[src/rtl/button_events_pkg.sv]
// rtl/button_events_pkg.sv - shared types and sizing helper for button_events
// FSM state encoding and the width of the shared dwell counter.
package button_events_pkg;

  typedef enum logic [2:0] {
    IDLE,
    PRESSED1,
    WAIT_GAP,
    PRESSED2,
    LONG_HELD
  } state_t;

  function automatic int cnt_width(input int long_cycles, input int gap_cycles);
    int max_cycles;
    max_cycles = (long_cycles > gap_cycles) ? long_cycles : gap_cycles;
    return $clog2(max_cycles + 1);
  endfunction

endpackage

[src/rtl/edge_detect.sv]
// rtl/edge_detect.sv - registers a level and flags its rising and falling edges
// Delay register clears to 0, so a level already high at reset release reads as a rise.
module edge_detect (
  input  logic clk,
  input  logic reset,
  input  logic din_i,
  output logic rise_o,
  output logic fall_o
);

  logic din_q;

  always_ff @(posedge clk or posedge reset) begin
    if (reset) din_q <= 1'b0;
    else       din_q <= din_i;
  end

  assign rise_o = din_i & ~din_q;
  assign fall_o = ~din_i & din_q;

endmodule

[src/rtl/button_events.sv]
// rtl/button_events.sv - turns a debounced button level into press/release/click/long events
// One dwell counter is shared by every state; all outputs are registered strobes.
module button_events
  import button_events_pkg::*;
#(
  parameter int LONG_CYCLES = 1000,
  parameter int GAP_CYCLES  = 300
) (
  input  logic clk,
  input  logic reset,
  input  logic btn,
  output logic press_pulse,
  output logic release_pulse,
  output logic short_click,
  output logic double_click,
  output logic long_press,
  output logic held
);

  localparam int CW = cnt_width(LONG_CYCLES, GAP_CYCLES);
  // The sample that enters a state is the first of its run, so thresholds sit two below N.
  localparam logic [CW-1:0] LONG_LAST = CW'(LONG_CYCLES - 2);
  localparam logic [CW-1:0] GAP_LAST  = CW'(GAP_CYCLES - 2);
  localparam logic [CW-1:0] CNT_MAX   = '1;

  logic          rise, fall;
  state_t        state_q, state_d;
  logic [CW-1:0] cnt_q, cnt_d;
  logic          short_d, double_d, long_d;
  logic          press_q, release_q, short_q, double_q, long_q, held_q;

  edge_detect u_edge (
    .clk   (clk),
    .reset (reset),
    .din_i (btn),
    .rise_o(rise),
    .fall_o(fall)
  );

  // Edges are checked before thresholds so a coincident edge wins.
  always_comb begin
    state_d  = state_q;
    short_d  = 1'b0;
    double_d = 1'b0;
    long_d   = 1'b0;
    case (state_q)
      IDLE: if (rise) state_d = PRESSED1;
      PRESSED1: begin
        if (fall) begin
          state_d = WAIT_GAP;
        end else if (btn && cnt_q == LONG_LAST) begin
          state_d = LONG_HELD;
          long_d  = 1'b1;
        end
      end
      WAIT_GAP: begin
        if (rise) begin
          state_d = PRESSED2;
        end else if (cnt_q == GAP_LAST) begin
          state_d = IDLE;
          short_d = 1'b1;
        end
      end
      PRESSED2: begin
        if (fall) begin
          state_d  = IDLE;
          double_d = 1'b1;
        end else if (btn && cnt_q == LONG_LAST) begin
          state_d = LONG_HELD;
          long_d  = 1'b1;
        end
      end
      LONG_HELD: if (fall) state_d = IDLE;
      default: state_d = IDLE;
    endcase

    if (state_d != state_q)  cnt_d = '0;
    else if (cnt_q == CNT_MAX) cnt_d = cnt_q;
    else                     cnt_d = cnt_q + 1'b1;
  end

  always_ff @(posedge clk or posedge reset) begin
    if (reset) begin
      state_q   <= IDLE;
      cnt_q     <= '0;
      press_q   <= 1'b0;
      release_q <= 1'b0;
      short_q   <= 1'b0;
      double_q  <= 1'b0;
      long_q    <= 1'b0;
      held_q    <= 1'b0;
    end else begin
      state_q   <= state_d;
      cnt_q     <= cnt_d;
      press_q   <= rise;
      release_q <= fall;
      short_q   <= short_d;
      double_q  <= double_d;
      long_q    <= long_d;
      held_q    <= (state_d == LONG_HELD);
    end
  end

  assign press_pulse   = press_q;
  assign release_pulse = release_q;
  assign short_click   = short_q;
  assign double_click  = double_q;
  assign long_press    = long_q;
  assign held          = held_q;

endmodule
[config.mk]
export PLATFORM = sky130hd
export DESIGN_NAME = button_events
export DESIGN_NICKNAME = d
export VERILOG_FILES = /design/src/rtl/button_events_pkg.sv /design/src/rtl/edge_detect.sv /design/src/rtl/button_events.sv
export SDC_FILE = /design/constraint.sdc
export NUM_CORES = 1
export LEC_CHECK = 0
export ABC_AREA = 1
export BUFFER_PORTS_ARGS = -buffer_cell sky130_fd_sc_hd__buf_2
export CORE_ASPECT_RATIO = 1.5
export CORE_MARGIN = 3
export CORE_UTILIZATION = 40
export CTS_CLUSTER_DIAMETER = 80
export DETAILED_ROUTE_END_ITERATION = 6
export GPL_TIMING_DRIVEN = 0
export MAX_ROUTING_LAYER = met4
export PLACE_DENSITY_LB_ADDON = 0.1
export SYNTH_ARGS = -nofsm -noshare
export SYNTH_HDL_FRONTEND = slang
export SYNTH_HIERARCHICAL = 1
export SYNTH_SLANG_ARGS = --single-unit
[constraint.sdc]
create_clock -name clk -period 1.3 [get_ports clk]
set_input_delay 0.26 -clock clk [delete_from_list [all_inputs] [get_ports clk]]
set_output_delay 0.26 -clock clk [all_outputs]
set_load 0.03 [all_outputs]
# Yosys cells after proc, flatten, opt, wreduce, memory -nomap -nowiden
# Index checks and enable logic that the tools add are counted.
[totals] elab_cells=45 out_inout_bits=6 regBits=20 input_bits=3
[classes] eq_ne=10 n_reduce_logical=3 addsub=1 bitwise=4 muxes=18
[op_table] operator="$mux W3" n=7
[op_table] operator="$eq A10 B10 Y1 const B" n=2
[op_table] operator="$mux W10" n=2
[op_table] operator="$pmux W3 S5" n=1
[op_table] operator="$add A10 B1 Y10 const B" n=1
[op_table] operator="$eq A10 B9 Y1 const B" n=1
[op_table] operator="$mux W1" n=8
[op_table] operator="$eq A3 B2 Y1 const B" n=2
[op_table] operator="$eq A3 B3 Y1 const B" n=2
[op_table] operator="$eq A3 B1 Y1 const B" n=1
[op_table] operator="$logic_not A3 Y1" n=1
[op_table] operator="$ne A3 B3 Y1" n=1
[op_table] operator="$and A1 B1 Y1" n=2
[op_table] operator="$ne A2 B2 Y1 const B" n=1
[op_table] operator="$not A1 Y1" n=2
[op_table] operator="$reduce_or A2 Y1" n=1
[op_table] operator="$logic_and A1 B1 Y1" n=1

# Depth between registers and ports, before layout
# Gate-level depths: netlist of the first run.
[depth] ltp_word=7 mapped_depth=11 depth_no_buf=11

# Cells and area by module
# Netlist of the first run, hierarchy kept.
[by_module_without_submodules] mod="button_events" cells_per_inst=124 area_per_inst_um2=965.9 seq_area_each_um2=475.5 n_inst=1
[by_module_without_submodules] mod="edge_detect" cells_per_inst=6 area_per_inst_um2=43.8 seq_area_each_um2=25.0 n_inst=1

# Worst setup path before layout of the first run
# No wires, ideal clock.
[synth_timing] path_kind="register to register" startpoint="reg cnt_q[0]" endpoint="reg cnt_q[2]" setup_slack_ns=-0.100 n_path_buf=0 stages_incl_launch_ff=10 setup_ns=0.121 synth_period_minus_slack_ns=1.400 arrival_time_ns=1.278 required_time_ns=1.179 cell_sequence="dfrtp_1 -> inv_1 -> ha_1 -> nand2_1 -> nor2_1 -> nand3_1 -> nand2_1 -> nand4_1 -> nand3_4 -> nor2_1"
[synth_between] elab_chain_cells=7 word_cells_on_any_way=15 classes_between="1 x add/sub; 5 x eq/ne; 8 x mux; 1 x reduce/logical"
[synth_rtl] item="start: declaration" line_no="button_events.sv:28" rtl="logic [CW-1:0] cnt_q, cnt_d;"
[synth_rtl] item="start signal: assignment" line_no="button_events.sv:94" rtl="cnt_q <= cnt_d;"
[synth_rtl] item="$eq A10 B10 Y1" line_no="button_events.sv:51, button_events.sv:68"
[synth_rtl] item="$logic_and A1 B1 Y1" line_no="button_events.sv:51, button_events.sv:68"
[synth_rtl] item="$mux W3" line_no="button_events.sv:51, button_events.sv:68"
[synth_rtl] item="$mux W3, on equally long branches" line_no="button_events.sv:65, button_events.sv:49"
[synth_rtl] item="$pmux W3 S5" line_no="button_events.sv:46" rtl="case (state_q)"
[synth_rtl] item="$ne A3 B3 Y1" line_no="button_events.sv:77" rtl="if (state_d != state_q) cnt_d = '0;"
[synth_rtl] item="$ne A2 B2 Y1 (no line) or $mux W10 (tied branches)"
# Several ways; a longest one is shown, not always the timed one. The select of a mux whose other input is x is not followed.
# A chain may end at the register's enable or synchronous reset.

# Worst setup path after layout of the first run
[layout_timing] startpoint="reg cnt_q[0]" endpoint="reg cnt_q[7]"
# The elaborated chain is that of the path after synthesis.

==> results of run 1 <==
-- cells in the mapped netlist (all sizes together) --
cell type  number
nand2          25
nor4            1
a21oi           2
o211ai          1
nor2           30
a31oi           1
inv            26
nor3            1
nand3           7
o21ai          10
ha              2
dfrtp          20
nand4           2
xor2            2
-- per-layer routing --
layer / share of wire [%] / wire length [um]
met1: 40 / 791
met2: 55 / 1090
met3: 2.5 / 50
met4: 2.3 / 46
met5: 0 / 0
-- state kept, by name, indices dropped and copies added (netlist names) --
register       cells
double_click       1
short_click        1
cnt_q             10
long_press         1
held               1
press_pulse        1
u_edge/din_q       1
state_q            3
release_pulse      1
-- stage by stage --
step	setup TNS, ns	setup slack, ns	total power [uW]
after floorplan	-0.6709	-0.07854	1041
after global placement	-2.568	-0.2588	1121
after detailed placement	-2.787	-0.2852	1137
after CTS	-2.730	-0.2634	1690
after global routing	-3.912	-0.3687	1842
final	-2.150	-0.2190	1713
-- final cells by class --
type	count	area, um2	area share [%]
Inverter	26	97.59	7.784
Clock buffer	3	22.52	1.796
Tap cell	23	28.78	2.295
Multi-Input combinational cell	84	479.2	38.22
Sequential cell	20	500.5	39.92
Clock inverter	1	30.03	2.395
Timing Repair Buffer	14	95.09	7.585
-- power by group through the flow --
stage                     registers (uW)  clock network (uW)  logic (uW)
after floorplan                      754                   0         287
after global placement               752                   0         368
after detailed placement             755                   0         383
after CTS                            739                 524         426
after global routing                 752                 563         527
final                                741                 511         461
-- critical path, delay by kind of cell, from the launching register on --
family                   cells  cell delay, ns
AND/OR/NAND/NOR              7            0.74
flip-flops                   1            0.43
adder cells (fa/ha/maj)      1            0.15
buffers and inverters        1            0.09
-- how the worst min path moves through the flow --
stage | to | slack, ns | start
after floorplan | u_edge/din_q | -0.01 | reset
after global placement | u_edge/din_q | 0.10 | reset
after detailed placement | u_edge/din_q | 0.11 | reset
after CTS | u_edge/din_q | 0.09 | btn
after global routing | u_edge/din_q | 0.10 | btn
final | u_edge/din_q | 0.14 | btn
-- repair_timing --
item	in CTS	in global routing
setup endpoints to repair	11	16
hold buffers	1	0
resized for setup	5	13
hold endpoints to repair	1	0
gates cloned	0	0
pin swaps	2	2
setup buffers	3	2
-- logic make-up (layout without fill, tap and decap cells) --
group	count (synthesis)	count (layout)	synth area share, %
xor+xnor	2	2	1.735
fa+ha+maj	2	2	2.478
compound gates	14	14	7.312
flops	20	20	49.57
buf+inv	26	44	9.665
simple gates	66	66	29.24
==> run_results.csv, run 1 <==
group,metric,value,unit
worst_setup_path,cp.arrival,1.73,ns
clock_network,clkSinkCount,20,
grt,grt_usage,16.22,%
route,dr.pass1.iters,4,
logic_synthesis,synthCells,130,
placed_design,placed_cells,161,
sta,whs,0.1363,ns
power_and_ir_drop,switching_share,31.42,%
worst_setup_path,crit_path_start,"cnt_q[0]",
route,drc,0,
sta,setup_viol,12,
worst_setup_path,endpoint,"cnt_q[7]",
worst_setup_path,critPathKind,"flip-flop to flip-flop",
placed_design,port_buffers,8,
floorplanning,die_w,47.02,um
worst_setup_path,endpoint_kind,"flip-flop",
route,num_vias,833,
grt,globalRouteMet1Util,16.06,%
floorplanning,dieArea,3176,um2
worst_hold_path,holdPathStages,1,
power_and_ir_drop,p_seq_share,43.3,%
grt,use_met3,3.200,%
logic_synthesis,yosys.cell_types.count,19,
logic_synthesis,syn_area,1010,um2
clock_network,path_clk_slew,0.11,ns
logic_synthesis,yosysTopAreaCell,"dfrtp_1",
sta,worst_slew_pin_slew,0.7353,ns
sta,slew_headroom,50.93,%
sta,finalCriticalPeriod,1.519,ns
floorplanning,initial_core_util,43.67,%
clock_network,cts_made_buffers,3,
power_and_ir_drop,ir_worst_vdd,0.0006466,V
sta,slew_viol_final,0,
power_and_ir_drop,power_density,1367,nW/um2
worst_setup_path,cp_slowest_cell,"dfrtp_1",
sta,grt_setup_unrepaired,"yes",
finish,fillCellCount,230,
grt,grt_max_degree,20,
floorplanning,core,2312,um2
sta,final_hold_viol_count,0,
route,finalWirelength,1.978,mm
logic_synthesis,ys_ff_latch,20,
clock_network,clock_latency,0.31,ns
grt,grt_pass1_vias,844,
route,via_per_inst,4.871,
placed_design,placed_cell_area,1094,um2
grt,grt-ovfl-total,0,
sta,period_share,116.8,%
grt,busiest_layer,"met2",
worst_setup_path,regToRegStartpoint,"cnt_q[0]",
finish,fin_area,1254,um2
route,wl_per_cell,11.57,um
clock_network,cts_max_level,1,
clock_network,cts.path.max_buffers,2,
finish,mostFrequentLayoutCell,"nor2_1",
finish,area_growth,24.16,%
finish,fin_cells,171,
status,status,"complete, but fails checks",
finish,drive_gt1_share,24.32,%
power_and_ir_drop,p_leak,0.0006399,uW
logic_synthesis,yosysSeqAreaShare,49.57,%
grt,antenna_found_initial,0,
logic_synthesis,syn_avg_cell_area,7.767,um2
sta,fin_worst_skew,0.002855,ns
power_and_ir_drop,p_clk_share,29.9,%
placed_design,hpwl,1.421,mm
logic_synthesis,ys_warn_count,6,
status,violations,"setup timing",
route,ant_nets,0,
logic_synthesis,synth_top_area_share,49.57,%
worst_setup_path,ff2ff_path_depth,9,
job,maxCapViolations,0,
worst_setup_path,reg2reg_to,"cnt_q[7]",
grt,use_met2,28.57,%
power_and_ir_drop,internal_power,1175,uW
route,drtIter0Drc,19,
clock_network,cts_tree,"done",
logic_synthesis,yosys-top-cells-area,"dfrtp_1 (50%), nor2_1 (9.7%), inv_1 (9.3%)",
placed_design,place_congestion,0.8105,
finish,fin_nets,154,
floorplanning,io_pins,9,
worst_setup_path,max_stage_delay,0.43,ns
finish,layout_common_cells,"nor2_1 (24), inv_1 (23), nand2_1 (22)",
clock_network,cts_root_buffer,"clkbuf_4",
worst_setup_path,worst_ep_required_time,1.51,ns
worst_setup_path,worst-path-max-fanout,10,
logic_synthesis,syn_nets,135,
power_and_ir_drop,comb_power_share,26.9,%
worst_hold_path,hold_path_class,"input pin to flip-flop",
floorplanning,fp-row-count,21,
sta,setup_slack,-0.2190,ns
worst_setup_path,worst_setup_path_start_kind,"flip-flop",
worst_setup_path,cp_cell_sequence,"inv_2 > ha_4 > nand2_1 > nor2_1 > nand3_1 > nand2_1 > nand4_1 > nand3_4 > nor2_1",
finish,antenna_cells,0,
worst_setup_path,rrSetupSlack,-0.22,ns
sta,fmax,658.3,MHz
floorplanning,die_h,67.54,um
power_and_ir_drop,power.switching,538.4,uW
finish,post-route-util,54.22,%
grt,grt_pass1_wl,3.546,mm
Power figures use the tool's default switching activity.
==> inputs of run 2 (changes only) <==
--- a/config.mk
+++ b/config.mk
@@ -13,8 +13,10 @@
 export CTS_CLUSTER_DIAMETER = 80
 export DETAILED_ROUTE_END_ITERATION = 6
 export GPL_TIMING_DRIVEN = 0
+export HOLD_SLACK_MARGIN = 0.06
 export MAX_ROUTING_LAYER = met4
 export PLACE_DENSITY_LB_ADDON = 0.1
+export SETUP_SLACK_MARGIN = 0.1
 export SYNTH_ARGS = -nofsm -noshare
 export SYNTH_HDL_FRONTEND = slang
 export SYNTH_HIERARCHICAL = 1
==> run_results.csv, run 2 (synthesized netlist as in run 1, its figures left out) <==
group,metric,value,unit
route,ant_nets,0,
grt,antenna_found_initial,0,
route,drtIter0Drc,26,
floorplanning,fp-row-count,21,
sta,worst_slew_pin_slew,0.4202,ns
power_and_ir_drop,p_leak,0.0006319,uW
floorplanning,initial_core_util,43.67,%
finish,layout_common_cells,"nor2_1 (24), nand2_1 (22), inv_1 (22)",
power_and_ir_drop,p_seq_share,42.2,%
placed_design,port_buffers,8,
sta,setup_tns,-2.729,ns
worst_setup_path,rrSetupSlack,-0.29,ns
clock_network,cts.path.max_buffers,2,
clock_network,cts_made_buffers,3,
worst_hold_path,hold_path_class,"input pin to flip-flop",
sta,setup_viol,13,
placed_design,hpwl,1.421,mm
finish,reg_top3,"cnt_q x10, state_q x3",
floorplanning,io_pins,9,
worst_setup_path,ff2ff_path_depth,9,
worst_setup_path,path_delay_family,"simple AND/OR/NAND/NOR gates",
grt,grt_usage,16.54,%
grt,grt-ovfl-total,0,
clock_network,cts_root_buffer,"clkbuf_4",
grt,grt_pass1_vias,862,
route,dr.pass1.iters,4,
power_and_ir_drop,switching_share,32.04,%
clock_network,clkSinkCount,20,
worst_setup_path,critPathKind,"flip-flop to flip-flop",
sta,fin_worst_skew,0.002892,ns
grt,grt_pass1_wl,3.615,mm
sta,grt_setup_unrepaired,"yes",
sta,fmax,629.0,MHz
route,via_per_inst,4.989,
job,maxCapViolations,0,
worst_setup_path,max_stage_delay,0.43,ns
finish,drive_gt1_share,27.63,%
route,drc,0,
worst_setup_path,reg2reg_to,"cnt_q[0]",
floorplanning,die_w,47.02,um
grt,grt_max_degree,20,
finish,largest_reg_flops,10,
finish,fin_nets,158,
placed_design,place_congestion,0.8105,
worst_setup_path,cp_cell_sequence,"inv_2 > ha_4 > nand2_1 > nor2_1 > nand3_1 > nand2_1 > nand4_1 > nand3_2 > nor2_1",
power_and_ir_drop,internal_power,1192,uW
worst_setup_path,worst_setup_path_start_kind,"flip-flop",
clock_network,path_clk_slew,0.12,ns
finish,area_growth,26.02,%
sta,finalCriticalPeriod,1.590,ns
route,num_vias,873,
sta,period_share,122.3,%
clock_network,cts_max_level,1,
finish,post-route-util,55.03,%
clock_network,cts_tree,"done",
power_and_ir_drop,power_density,1378,nW/um2
worst_setup_path,cp.arrival,1.80,ns
power_and_ir_drop,comb_power_share,28.6,%
worst_setup_path,regToRegStartpoint,"cnt_q[0]",
power_and_ir_drop,power.switching,561.7,uW
worst_setup_path,worst_ep_required_time,1.51,ns
finish,mostFrequentLayoutCell,"nor2_1",
floorplanning,dieArea,3176,um2
finish,fillCellCount,223,
power_and_ir_drop,ir_worst_vdd,0.0006181,V
power_and_ir_drop,p_clk_share,29.2,%
sta,final_hold_viol_count,0,
placed_design,post-place-ws,-0.2852,ns
sta,slew_headroom,71.93,%
worst_hold_path,holdPathStages,1,
worst_setup_path,worst-path-max-fanout,5,
worst_hold_path,min_from,"btn",
floorplanning,core,2312,um2
sta,setup_slack,-0.2899,ns
worst_hold_path,holdPathEnd,"u_edge/din_q",
worst_setup_path,worst-path-buf-inv,1,
floorplanning,die_h,67.54,um
clock_network,clock_latency,0.31,ns
finish,regMostFlops,"cnt_q",
route,wl_per_cell,12.37,um
finish,antenna_cells,0,
status,status,"complete, but fails checks",
sta,slew_viol_final,0,
worst_setup_path,endpoint_kind,"flip-flop",
status,violations,"setup timing",
route,finalWirelength,2.164,mm
worst_setup_path,cp_slowest_cell,"dfrtp_1",
[run 2: changes by cell type in the layout (fill, tap and decap cells not counted), sizes merged]
cell      change
buf           +3
clkinvlp      +1
nand3         +1
inv           -1
[run 2: final cells by class]
class                           count  area [um2]  area share, %
Sequential cell                    20       500.5          39.33
Multi-Input combinational cell     85       479.2          37.66
Clock inverter                      1       30.03          2.360
Timing Repair Buffer               17       110.1          8.653
Tap cell                           23       28.78          2.262
Inverter                           26       101.3          7.965
Clock buffer                        3       22.52          1.770
[run 2: worst max-delay path by stage]
stage / start / end / depth (start not counted)
floorplan: cnt_q[1] / cnt_q[4] / 10
finish: cnt_q[0] / cnt_q[0] / 9
global placement: cnt_q[0] / cnt_q[6] / 11
detailed placement: cnt_q[0] / cnt_q[4] / 11
CTS: cnt_q[0] / cnt_q[7] / 11
global route: cnt_q[0] / cnt_q[9] / 9
[run 2: worst reg2reg max path: cells and delay by family (launching register included)]
family	cells	cell delay (ns)
AND/OR/NAND/NOR	7	0.83
flip-flops	1	0.43
adder cells (fa/ha/maj)	1	0.14
buffers and inverters	1	0.09
[run 2: stage by stage]
| stage | instance area, um2 | hold WS [ns] | total power (uW) | std cells |
|---|---|---|---|---|
| 3_3_place_gp | 1094 | 0.1025 | 1121 | 161 |
| 3_5_place_dp | 1094 | 0.1057 | 1137 | 161 |
| 2_1_floorplan | 1025 | -0.01129 | 1041 | 130 |
| 4_1_cts | 1210 | 0.08790 | 1698 | 171 |
| 5_1_grt | 1272 | 0.08264 | 1886 | 175 |
| 6_report | 1272 | 0.1125 | 1753 | 175 |
[run 2: repair_timing]
item / in CTS / in global routing
endpoints found under the hold margin: 1 / 0
hold buffers: 1 / 0
gates cloned: 0 / 1
pin swaps: 1 / 2
gates resized for setup: 5 / 10
setup buffers: 5 / 3
setup endpoints to repair: 14 / 25
[run 2: power groups by stage]
| stage | clock (uW) | sequential, uW | combinational [uW] |
|---|---|---|---|
| floorplan | 0 | 754 | 287 |
| global placement | 0 | 752 | 368 |
| detailed placement | 0 | 755 | 383 |
| CTS | 524 | 739 | 434 |
| global route | 563 | 751 | 572 |
| finish | 513 | 740 | 501 |
[run 2: per-layer routing]
metal | part of all wire (%) | vias to the layer above | GRT usage, %
met5 | 0 | - | -
met4 | 3.4 | 0 | 9.343
met3 | 2.6 | 7 | 3.200
met2 | 54 | 12 | 29.08
met1 | 40 | 407 | 16.06
li1 | - | 447 | -
